==> src/rtl/pce_bram_ctrl.sv <==
// Backup-RAM transfer sequencer for the PC Engine core.
// Moves the save image between the HPS SD block interface and port B of the
// two byte-wide backup-RAM halves, one sector per sd_ack burst. It also writes
// the 4-word "HUBM" format header into the start of the RAM.
//
// Request handshake with the HPS: sd_rd/sd_wr is raised to ask for the sector
// at sd_lba and held until the HPS acknowledges with a rising sd_ack. The
// transfer runs while sd_ack is high. The falling sd_ack completes the sector,
// and the next request (or the return to idle) is visible one cycle later.
module pce_bram_ctrl #(
  parameter int SECTORS = 16
) (
  input  logic        clk_sys,
  input  logic        reset,
  input  logic        bk_ena,
  input  logic        bk_load,
  input  logic        bk_save,
  input  logic        format,
  input  logic        downloading,
  input  logic        img_size_nz,
  input  logic        sd_ack,
  input  logic [7:0]  sd_buff_addr,
  input  logic [15:0] sd_buff_dout,
  input  logic        sd_buff_wr,
  output logic [31:0] sd_lba,
  output logic        sd_rd,
  output logic        sd_wr,
  output logic [11:0] bram_addr_b,
  output logic [15:0] bram_data_b,
  output logic        bram_we_b,
  output logic        bk_loading,
  output logic        bk_state,
  output logic [1:0]  dbg_state
);

  typedef enum logic [1:0] {
    S_IDLE   = 2'd0,
    S_LOAD   = 2'd1,
    S_SAVE   = 2'd2,
    S_FORMAT = 2'd3
  } state_t;

  localparam logic [3:0] LAST_LBA = 4'(SECTORS - 1);

  state_t      state_q;
  logic [3:0]  lba_q;
  logic        rd_q;
  logic        wr_q;
  logic        busy_q;
  logic        loading_q;
  logic [1:0]  fmt_idx_q;
  logic [15:0] fmt_data_q;

  logic bk_load_q;
  logic bk_save_q;
  logic format_q;
  logic downloading_q;
  logic sd_ack_q;

  // Header word i of the "HUBM" format block.
  function automatic logic [15:0] hdr_word(input logic [1:0] idx);
    case (idx)
      2'd0:    hdr_word = 16'h5548;
      2'd1:    hdr_word = 16'h4D42;
      2'd2:    hdr_word = 16'h8800;
      default: hdr_word = 16'h8010;
    endcase
  endfunction

  // Previous-value registers keep tracking through reset, so a level that is
  // held high across reset release does not look like a new edge.
  always_ff @(posedge clk_sys) begin
    bk_load_q     <= bk_load;
    bk_save_q     <= bk_save;
    format_q      <= format;
    downloading_q <= downloading;
    sd_ack_q      <= sd_ack;
  end

  logic load_rise;
  logic save_rise;
  logic fmt_rise;
  logic dl_fall;
  logic ack_rise;
  logic ack_fall;

  assign load_rise = bk_load & ~bk_load_q;
  assign save_rise = bk_save & ~bk_save_q;
  assign fmt_rise  = format & ~format_q;
  assign dl_fall   = ~downloading & downloading_q;
  assign ack_rise  = sd_ack & ~sd_ack_q;
  assign ack_fall  = ~sd_ack & sd_ack_q;

  // Sequencer: trigger decode in idle, per-sector handshake, and the format burst.
  always_ff @(posedge clk_sys) begin
    if (reset) begin
      state_q    <= S_IDLE;
      lba_q      <= '0;
      rd_q       <= 1'b0;
      wr_q       <= 1'b0;
      busy_q     <= 1'b0;
      loading_q  <= 1'b0;
      fmt_idx_q  <= '0;
      fmt_data_q <= '0;
    end else begin
      case (state_q)
        S_IDLE: begin
          // Load wins over save, and both win over format; losers are dropped.
          if (bk_ena && (load_rise || (dl_fall && img_size_nz))) begin
            state_q   <= S_LOAD;
            lba_q     <= '0;
            rd_q      <= 1'b1;
            busy_q    <= 1'b1;
            loading_q <= 1'b1;
          end else if (bk_ena && save_rise) begin
            state_q <= S_SAVE;
            lba_q   <= '0;
            wr_q    <= 1'b1;
            busy_q  <= 1'b1;
          end else if (fmt_rise) begin
            state_q    <= S_FORMAT;
            busy_q     <= 1'b1;
            fmt_idx_q  <= 2'd0;
            fmt_data_q <= hdr_word(2'd0);
          end
        end
        S_LOAD, S_SAVE: begin
          if (ack_rise) begin
            rd_q <= 1'b0;
            wr_q <= 1'b0;
          end else if (ack_fall) begin
            if (lba_q == LAST_LBA) begin
              state_q   <= S_IDLE;
              lba_q     <= '0;
              busy_q    <= 1'b0;
              loading_q <= 1'b0;
            end else begin
              lba_q <= lba_q + 4'd1;
              rd_q  <= (state_q == S_LOAD);
              wr_q  <= (state_q == S_SAVE);
            end
          end
        end
        S_FORMAT: begin
          if (fmt_idx_q == 2'd3) begin
            state_q    <= S_IDLE;
            busy_q     <= 1'b0;
            fmt_idx_q  <= '0;
            fmt_data_q <= '0;
          end else begin
            fmt_idx_q  <= fmt_idx_q + 2'd1;
            fmt_data_q <= hdr_word(fmt_idx_q + 2'd1);
          end
        end
        default: state_q <= S_IDLE;
      endcase
    end
  end

  // B-port mux: registered header words during format, otherwise straight
  // from the HPS buffer interface so no data pipelining is needed.
  always_comb begin
    bram_we_b   = 1'b0;
    bram_addr_b = {lba_q, sd_buff_addr};
    bram_data_b = sd_buff_dout;
    if (state_q == S_FORMAT) begin
      bram_we_b   = 1'b1;
      bram_addr_b = {10'd0, fmt_idx_q};
      bram_data_b = fmt_data_q;
    end else if (state_q == S_LOAD) begin
      bram_we_b = sd_buff_wr & sd_ack;
    end
  end

  assign sd_lba     = {28'd0, lba_q};
  assign sd_rd      = rd_q;
  assign sd_wr      = wr_q;
  assign bk_loading = loading_q;
  assign bk_state   = busy_q;
  assign dbg_state  = state_q;

endmodule
==> config.mk <==
export PLATFORM = sky130hd
export DESIGN_NAME = pce_bram_ctrl
export DESIGN_NICKNAME = d
export VERILOG_FILES = /design/src/rtl/pce_bram_ctrl.sv
export SDC_FILE = /design/constraint.sdc
export NUM_CORES = 1
export LEC_CHECK = 0
export BUFFER_PORTS_ARGS = -buffer_cell sky130_fd_sc_hd__buf_2
export CAP_MARGIN = 20
export CORE_ASPECT_RATIO = 1.2
export CORE_MARGIN = 2
export CORE_UTILIZATION = 35
export CTS_CLUSTER_SIZE = 40
export DETAILED_ROUTE_END_ITERATION = 6
export PLACE_DENSITY_LB_ADDON = 0.1
export SYNTH_ARGS = -nofsm -noshare
export SYNTH_HDL_FRONTEND = slang
export SYNTH_SLANG_ARGS = --single-unit
==> constraint.sdc <==
create_clock -name clk_sys -period 5.9 [get_ports clk_sys]
set_input_delay 1.77 -clock clk_sys [delete_from_list [all_inputs] [get_ports clk_sys]]
set_output_delay 1.77 -clock clk_sys [all_outputs]
set_load 0.01 [all_outputs]
; After elaboration in Yosys (flattened, before gate mapping)
; Cells that the tools add are included.
[totals]
regBits = 33
input_bits = 34
out_inout_bits = 67
wordCells = 112
[op_classes]
add_sub_neg = 2
n_eq_ne = 20
muxes = 49
bitwise_logic = 13
n_reduce_logical = 15
[op_table]
columns = operator, count
row1 = $mux 16, 5
row2 = $pmux 16 s3, 1
row3 = $pmux 16 s2, 1
row4 = $mux 2, 11
row5 = $mux 4, 5
row6 = $mux 1, 18
row7 = $ne 2x2->1 const B, 9
row8 = $reduce_and 5->1, 3
row9 = $mux 12, 1
row10 = $reduce_and 4->1, 3
row11 = $ne 3x3->1 const B, 3
row12 = $eq 2x2->1 const B, 4
row13 = $pmux 4 s2, 1
row14 = $and 1x1->1, 7
row15 = $not 1->1, 6
row16 = $pmux 1 s2, 3
row17 = $pmux 2 s3, 1
row18 = $add 4x1->4 const B, 1
row19 = $eq 2x1->1 const B, 2
row20 = $eq 4x4->1 const B, 1
row21 = $logic_not 2->1, 2
row22 = $ne 4x4->1 const B, 1
row23 = $pmux 2 s2, 1
row24 = $reduce_bool 2->1, 2
row25 = other kinds (5), 7

; Longest topological paths before layout
; Gate-level depths: netlist of the first run.
[depth]
depth_word = 7
ltp_mapped = 6
mapped_depth_nobuf = 6

; Least setup slack after synthesis of the first run
; Ideal clock, no wire load.
[synth_path]
path_kind = input-to-output
startpoint = input sd_buff_addr[1]
endpoint = output bram_addr_b[1]
arrival_time_ns = 2.061
required_time_ns = 4.130
slack_ns = 2.069
stages = 2
n_path_buf = 0
path_cell_list = inv_1 -> o21ai_0
[synth_via]
elab_chain_cells = 1
[synth_rtl]
columns = item, line
row1 = "start, declared", 22  ; input logic [7:0] sd_buff_addr,
row2 = $mux 12, 166  ; if (state_q == S_FORMAT) begin
row3 = "end, declared", 28  ; output logic [11:0] bram_addr_b,
; No other way between the ends.

; Worst setup path in the final report of the first run
[layout_path]
startpoint = input sd_buff_dout[1]
endpoint = output bram_data_b[1]
[layout_via]
elab_chain_cells = 1
[layout_rtl]
columns = item, line
row1 = "start, declared", 23  ; input logic [15:0] sd_buff_dout,
row2 = $mux 16, 166
row3 = "end, declared", 29  ; output logic [15:0] bram_data_b,
; No other way between the ends.

==> results of run 1 <==
==> cell type report <==
cell class / count / area (sq um)
Multi-Input combinational cell: 154 / 1044
Sequential cell: 22 / 440.4
Timing Repair Buffer: 72 / 360.3
Clock buffer: 3 / 41.29
Tap cell: 58 / 72.57
Inverter: 20 / 75.07
Fill cell: 498 / 2595
==> placed cells by master, fill, tap and decap left out, types with 2 or more instances in the layout <==
cell type  Yosys  routed
nand4b_1       2       2
o311ai_0       2       2
nand3b_1       3       3
o31ai_1        3       3
buf_2          2      72
inv_1         19      19
nand2b_1       2       2
conb_1         1      28
a21o_1         2       2
nor4_1         2       2
nand4_1        3       3
a21oi_1       10      10
ha_1          11      10
o41ai_1        2       2
mux2i_1        4       4
o211ai_1       6       6
mux2_2         4       4
dfxtp_1       22      22
o2111ai_1      3       3
nand2_1       12      12
clkbuf_8       0       3
nor2b_1       20      20
o21ai_0       12      12
a31oi_1        2       2
nand3_1        5       5
==> kinds of logic (layout without fill, tap and decap cells) <==
kind of cell             count (synthesis)  in the layout  share of synthesized area [%]
XOR/XNOR                                 1              1                         0.5159
flip-flops                              22             22                          25.94
AO/OA/AOI/OAI                           49             49                          20.56
other                                    1             28                         0.2209
multiplexers                             9              9                          5.895
AND/OR/NAND/NOR                         56             56                          20.04
adder cells (fa/ha/maj)                 11             11                          8.106
buffers and inverters                   56             95                          18.72
==> critical path: stages <==
cell and delay (ns):
buf_2 0.10, mux2_2 0.25, buf_2 0.14
==> how the worst max path moves through the flow <==
stage / startpoint / slack (ns) / cells after the start / endpoint
6_report: sd_buff_dout[1] / 1.88 / 3 / bram_data_b[1]
5_1_grt: sd_buff_dout[1] / 1.87 / 3 / bram_data_b[1]
4_1_cts: sd_buff_dout[1] / 1.88 / 3 / bram_data_b[1]
3_5_place_dp: sd_buff_dout[1] / 1.88 / 3 / bram_data_b[1]
3_3_place_gp: sd_buff_dout[1] / 1.87 / 3 / bram_data_b[1]
2_1_floorplan: sd_buff_addr[1] / 2.07 / 2 / bram_addr_b[1]
==> power groups by stage <==
stage | Sequential, W | Clock [W] | Combinational, W
6_report | 0.000198 | 0.0000990 | 0.000361
2_1_floorplan | 0.000208 | 0 | 0.000268
3_5_place_dp | 0.000202 | 0 | 0.000361
4_1_cts | 0.000198 | 0.000101 | 0.000364
3_3_place_gp | 0.000202 | 0 | 0.000361
5_1_grt | 0.000203 | 0.000105 | 0.000404
==> cells in the mapped netlist (all sizes together), types with 2 or more instances <==
| cell | instances | share of area [%] |
|---|---|---|
| nand2 | 12 | 2.7 |
| nor4 | 2 | 0.74 |
| and4 | 2 | 1.3 |
| a21oi | 10 | 2.9 |
| a211o | 2 | 1.1 |
| dfxtp | 22 | 26 |
| ha | 11 | 8.1 |
| nand3b | 3 | 1.3 |
| o41ai | 2 | 1.0 |
| clkbuf | 5 | 1.1 |
| nor2b | 20 | 7.4 |
| a31oi | 2 | 0.74 |
| nand4b | 3 | 1.9 |
| mux2i | 4 | 2.4 |
| nand3 | 5 | 1.5 |
| o311ai | 2 | 1.0 |
| a21o | 2 | 0.88 |
| o2111ai | 3 | 1.5 |
| o211ai | 6 | 2.7 |
| inv | 19 | 4.2 |
| buf | 31 | 13 |
| o31ai | 3 | 1.3 |
| o21ai | 12 | 3.5 |
| nand2b | 2 | 0.74 |
| mux2 | 5 | 3.5 |
| nand4 | 3 | 1.1 |
==> metrics by stage <==
stage / instances / hold WS [ns] / utilization (%)
6_report: 329 / 0.4886 / 43.93
5_1_grt: 329 / 0.5130 / 43.93
4_1_cts: 329 / 0.4849 / 43.93
3_5_place_dp: 326 / 0.4725 / 43.04
3_3_place_gp: 326 / 0.4704 / 43.04
2_1_floorplan: 232 / 0.4619 / -
==> per-layer routing <==
layer | vias up | track usage (%) | wire [microns]
met5 | - | 0 | 0
met4 | 0 | 4.898 | 50
met1 | 681 | 19.30 | 1821
met3 | 5 | 1.821 | 244
li1 | 796 | - | -
met2 | 61 | 23.43 | 1763
==> out/qor.log, run 1 <==
INFO  run_status     outcome=complete, no violations
INFO  layout         regMostFlops=fmt_data_q
INFO  power          finalPower=0.0006578W
INFO  place          globalplace.congestion=0.6812
INFO  detailed_routing drt_pass1_iterations=4
INFO  power          power_frac_seq=30.1%
INFO  timing         worst_pin_slew=0.8799ns
INFO  clocking       cts-buffers-inserted=3
INFO  layout         syn2layout_area_growth=19.75%
INFO  clocking       cts.repair.resized=0
INFO  logic_synthesis postSynth.asyncResetShare=0%
INFO  power          clock_power_share=15.0%
INFO  floorplanning  core.rowCount=27
INFO  clocking       clockBufferDepth=2
INFO  floorplanning  die_x=67.58microns
INFO  logic_synthesis post_synthesis_area_per_instance=8.282squm
INFO  timing         totalNegativeSetupSlack=0ns
INFO  place          hpwlAfterDp=2.922mm
INFO  detailed_routing totalWireLength=3.878mm
INFO  global_route   grt_pass1_wl=6.051mm
INFO  setup_path     timing.setup.critical_path_class=in -> out
INFO  global_route   globalRouteTotalUtil=14.41%
INFO  clocking       numClockSinks=22
INFO  global_route   gr-total-overflow=0
INFO  floorplanning  floorplan.die_area=0.005426sqmm
INFO  setup_path     ff2ff_path_depth=4
INFO  power          cellLeakagePower=1.021nW
INFO  setup_path     timing.critical_path.to_type=output pin
INFO  min_path       whs_path_depth=2
INFO  timing         setup_ws=1.881ns
INFO  detailed_routing detail_route.vias_per_cell=4.690
INFO  power          net-switching-power=0.0002809W
INFO  clocking       worst_setup_hold_path_clk_slew=0.09ns
INFO  timing         report.final.hold_viol_count=0
INFO  logic_synthesis synth_enable_flop_cells=0
INFO  detailed_routing route.antenna.remaining_nets=0
INFO  power          ir_drop=0.1996mV
INFO  global_route   grt_max_degree=50
INFO  clocking       tritoncts=built
INFO  clocking       clock_tree.root_cell=clkbuf_8
INFO  detailed_routing num_vias=1543
INFO  logic_synthesis post_synthesis_register_bit_count=22
INFO  place          place_ws=1.879ns
INFO  timing         grt_setup_unrepaired=no
INFO  timing         final_setup_violating_endpoints=0
INFO  min_path       holdCritPathClass=reg -> reg
INFO  timing         timing.slew.headroom=41.34%
INFO  layout         final_nets=318
INFO  setup_path     critical_path_arrival=2.25ns
INFO  detailed_routing route.detailed.wl_per_inst=11.79microns
INFO  min_path       min_delay_worst_endpoint=bk_loading
INFO  place          port_buffers=72
INFO  floorplanning  fp.coreArea=0.004628sqmm
INFO  detailed_routing initialDrtViolationCount=36
INFO  global_route   grt_pass1_vias=1317
INFO  floorplanning  ios=101
INFO  logic_synthesis yosys_warnings=0
INFO  logic_synthesis ys_types=44
INFO  layout         antenna-diode-count=0
INFO  logic_synthesis post_synthesis_instance_area=0.001698sqmm
INFO  power          power.share.switching=42.70%
INFO  setup_path     r2r_end=fmt_data_q[14]
INFO  layout         postLayoutCellArea=0.002033sqmm
INFO  timing         max_freq=248.8MHz
INFO  clocking       postCtsHoldBufs=0
INFO  power          power_per_cell_area=323.5mW/mm^2
INFO  clocking       clk_latency_worst_skew_pair=0.27ns
INFO  setup_path     r2r_slack=3.94ns
INFO  detailed_routing detail_route.drc_violations=0
INFO  clocking       cts_setup_buffers=0
INFO  setup_path     timing.critical_path.fanout_max=1
INFO  timing         final.period_utilization=68.13%
INFO  floorplanning  die_height=80.30microns
INFO  logic_synthesis post_synth_inst_count=205
INFO  logic_synthesis synth-main-ff-cell=dfxtp_1
INFO  place          dpl_cell_area=0.001992sqmm
INFO  clocking       cts_max_level=1
INFO  timing         period_minus_slack=4.019ns
INFO  layout         final_layout_size_suffix_gt1_share=32.10%
INFO  timing         timing_max_transition_violations_final=0
INFO  min_path       worst_hold_startpoint=bk_loading
INFO  power          comb_power_share=54.8%
INFO  layout         number_of_flip_flops_in_the_largest_register=6
INFO  setup_path     crit-reg2reg-launch=dbg_state[0]
INFO  setup_path     cp.required=4.13ns
INFO  timing         fin_skew=0.004330ns
INFO  power          cellInternalPower=0.0003769W
INFO  global_route   antenna_found_initial=0
INFO  logic_synthesis ys_seq_area_share=25.94%
INFO  setup_path     setup.worst_path.start_class=primary input
INFO  flow_run       max_cap_violations=0
INFO  floorplanning  initial_core_util=36.69%
(Power assumes the default switching activity.)
==> run 2: changes to the inputs <==
==> constraint.sdc (replaced) <==
create_clock -name clk_sys -period 3.55 [get_ports clk_sys]
set_input_delay 1.065 -clock clk_sys [delete_from_list [all_inputs] [get_ports clk_sys]]
set_output_delay 1.065 -clock clk_sys [all_outputs]
set_load 0.01 [all_outputs]
==> run 2 against run 1 <==
  * Sequential power grew 66%
  * Worst hold slack gained 0.0080 ns
  * First-iteration DRC count down 28%
  * Design area increased by 0.68%
  * Register-to-register slack worse by 2.3 ns
  * Via count up 1.2%
  * Sequential cell count is the same
  * Critical endpoint unchanged
==> out/qor.log, run 2 (synthesis gave the netlist of run 1 again) <==
INFO  timing         fin_skew=0.004721ns [was 0.004330 ns]
INFO  place          hpwlAfterDp=2.928mm [was 2.922 mm]
INFO  clocking       tritoncts=built [unchanged]
INFO  power          clock_power_share=16.8% [was 15.0%]
INFO  layout         final_nets=318 [unchanged]
INFO  power          comb_power_share=53.7% [was 54.8%]
INFO  detailed_routing drt_pass1_iterations=4 [unchanged]
INFO  floorplanning  initial_core_util=36.69% [unchanged]
INFO  floorplanning  die_x=67.58microns [unchanged]
INFO  detailed_routing detail_route.drc_violations=0 [unchanged]
INFO  layout         fillers=486 [was 498]
INFO  setup_path     crit-reg2reg-launch=dbg_state[1] [was dbg_state[0]]
INFO  power          cellInternalPower=0.0006494W [was 0.0003769 W]
INFO  floorplanning  ios=101 [unchanged]
INFO  layout         syn2layout_area_growth=20.56% [was 19.75%]
INFO  clocking       cts_setup_buffers=0 [unchanged]
INFO  clocking       postCtsHoldBufs=0 [unchanged]
INFO  detailed_routing initialDrtViolationCount=26 [was 36]
INFO  timing         timing_max_transition_violations_final=0 [unchanged]
INFO  setup_path     cp.required=2.48ns [was 4.13 ns]
INFO  layout         final_layout_size_suffix_gt1_share=32.35% [was 32.10%]
INFO  power          cellLeakagePower=1.029nW [was 1.021 nW]
INFO  floorplanning  floorplan.die_area=0.005426sqmm [unchanged]
INFO  clocking       clk_latency_worst_skew_pair=0.27ns [about the same]
INFO  clocking       cts.repair.resized=0 [unchanged]
INFO  timing         totalNegativeSetupSlack=0ns [unchanged]
INFO  clocking       worst_setup_hold_path_clk_slew=0.09ns [about the same]
INFO  setup_path     timing.critical_path.fanout_max=49 [was 1]
INFO  place          port_buffers=72 [unchanged]
INFO  power          power.share.switching=41.71% [was 42.70%]
INFO  clocking       clockBufferDepth=2 [unchanged]
INFO  min_path       whs_path_depth=2 [unchanged]
INFO  timing         worst_pin_slew=0.8690ns [was 0.8799 ns]
INFO  setup_path     critical_path_arrival=2.04ns [was 2.25 ns]
INFO  clocking       numClockSinks=22 [unchanged]
INFO  timing         max_freq=322.4MHz
INFO  global_route   grt_max_degree=50 [unchanged]
INFO  detailed_routing detail_route.vias_per_cell=4.733 [was 4.690]
INFO  detailed_routing totalWireLength=3.819mm [was 3.878 mm]
INFO  layout         final_common_cell=buf_2 [unchanged]
INFO  power          ir_drop=0.3814mV [was 0.1996 mV]
INFO  layout         mostFrequentLayoutCells=buf_2 (72), conb_1 (28), dfxtp_1 (22) [unchanged]
INFO  timing         period_minus_slack=3.102ns
INFO  global_route   antenna_found_initial=0 [unchanged]
INFO  floorplanning  die_height=80.30microns [unchanged]
INFO  min_path       holdCritPathClass=reg -> reg [unchanged]
INFO  setup_path     r2r_slack=1.63ns [was 3.94 ns]
INFO  timing         report.final.hold_viol_count=0 [unchanged]
INFO  floorplanning  core.rowCount=27 [unchanged]
INFO  timing         final.period_utilization=87.38%
INFO  global_route   grt_pass1_vias=1352 [was 1317]
INFO  min_path       worst_hold_startpoint=fmt_data_q[4] [was bk_loading]
INFO  setup_path     setup.worst_path.start_class=flip-flop [was primary input]
INFO  power          power_frac_seq=29.5% [was 30.1%]
INFO  power          finalPower=0.001114W [was 0.0006578 W]
INFO  layout         number_of_flip_flops_in_the_largest_register=6 [unchanged]
INFO  detailed_routing num_vias=1562 [was 1543]
INFO  timing         final_setup_violating_endpoints=0 [unchanged]
INFO  power          net-switching-power=0.0004647W [was 0.0002809 W]
INFO  global_route   globalRouteTotalUtil=14.03% [was 14.41%]
INFO  setup_path     setup.worst_path.start=dbg_state[1] [was sd_buff_dout[1]]
INFO  detailed_routing route.detailed.wl_per_inst=11.57microns [was 11.79 microns]
INFO  clocking       cts_max_level=1 [unchanged]
INFO  run_status     outcome=complete, no violations [unchanged]
INFO  clocking       clock_tree.root_cell=clkbuf_8 [unchanged]
INFO  timing         grt_setup_unrepaired=no [unchanged]
INFO  clocking       cts-buffers-inserted=3 [unchanged]
INFO  flow_run       max_cap_violations=0 [unchanged]
INFO  global_route   grt_pass1_wl=5.975mm [was 6.051 mm]
INFO  global_route   gr-total-overflow=0 [unchanged]
INFO  layout         regMostFlops=fmt_data_q [unchanged]
INFO  setup_path     ff2ff_path_depth=4 [unchanged]
INFO  power          power_per_cell_area=544.3mW/mm^2 [was 323.5 mW/mm^2]
INFO  setup_path     r2r_end=fmt_data_q[14] [unchanged]
INFO  min_path       min_delay_worst_endpoint=fmt_data_q[4] [was bk_loading]
INFO  timing         timing.slew.headroom=42.07% [was 41.34%]
INFO  floorplanning  fp.coreArea=0.004628sqmm [unchanged]
INFO  detailed_routing route.antenna.remaining_nets=0 [unchanged]
INFO  layout         antenna-diode-count=0 [unchanged]
INFO  setup_path     timing.setup.critical_path_class=reg -> out [was in -> out]
INFO  place          globalplace.congestion=0.6885 [was 0.6812]
INFO  setup_path     timing.critical_path.to_type=output pin [unchanged]
[run 2: cell count changes in the layout (fill, tap and decap cells not counted), sizes merged]
cell    change
clkbuf      +1
[run 2: power groups by stage]
stage	Sequential [W]	Clock, W	Combinational (W)
2_1_floorplan	0.000346	0	0.000446
3_3_place_gp	0.000332	0	0.000604
3_5_place_dp	0.000334	0	0.000598
4_1_cts	0.000328	0.000192	0.000603
5_1_grt	0.000334	0.000202	0.000669
6_report	0.000329	0.000187	0.000599
[run 2: cell type report]
| cell class | instances | area (sq um) | area share, % |
|---|---|---|---|
| Multi-Input combinational cell | 154 | 1044 | 50.98 |
| Sequential cell | 22 | 440.4 | 21.52 |
| Timing Repair Buffer | 72 | 360.3 | 17.60 |
| Inverter | 20 | 75.07 | 3.667 |
| Tap cell | 58 | 72.57 | 3.545 |
| Clock buffer | 4 | 55.05 | 2.689 |
[run 2: critical path: stages (launching register included)]
cell	delay (ns)
dfxtp_1	0.41
ha_2	0.79
mux2_2	0.41
buf_2	0.14
[run 2: how the worst max path moves through the flow]
stage,cells after the start,end
after floorplan,5,bram_data_b[10]
after global placement,3,bram_data_b[1]
after detailed placement,3,bram_data_b[1]
after CTS,3,bram_data_b[1]
after global routing,4,bram_data_b[14]
final,3,bram_data_b[1]
[run 2: routing by layer]
layer	global-route usage (%)	routed length, microns
met1	17.73	1710
met4	5.510	55
met5	0	0
met2	23.53	1778
met3	1.961	274
[run 2: per-stage QoR]
stage,std cells,area [sq um],hold WS [ns],util [%],setup WS (ns)
global placement,326,1992,0.4762,43.04,0.7616
finish,330,2047,0.4966,44.23,0.4481
CTS,330,2047,0.4979,44.23,0.4199
detailed placement,326,1992,0.4794,43.04,0.7153
floorplan,232,1799,0.4619,-,1.065
global route,330,2047,0.5238,44.23,0.3181
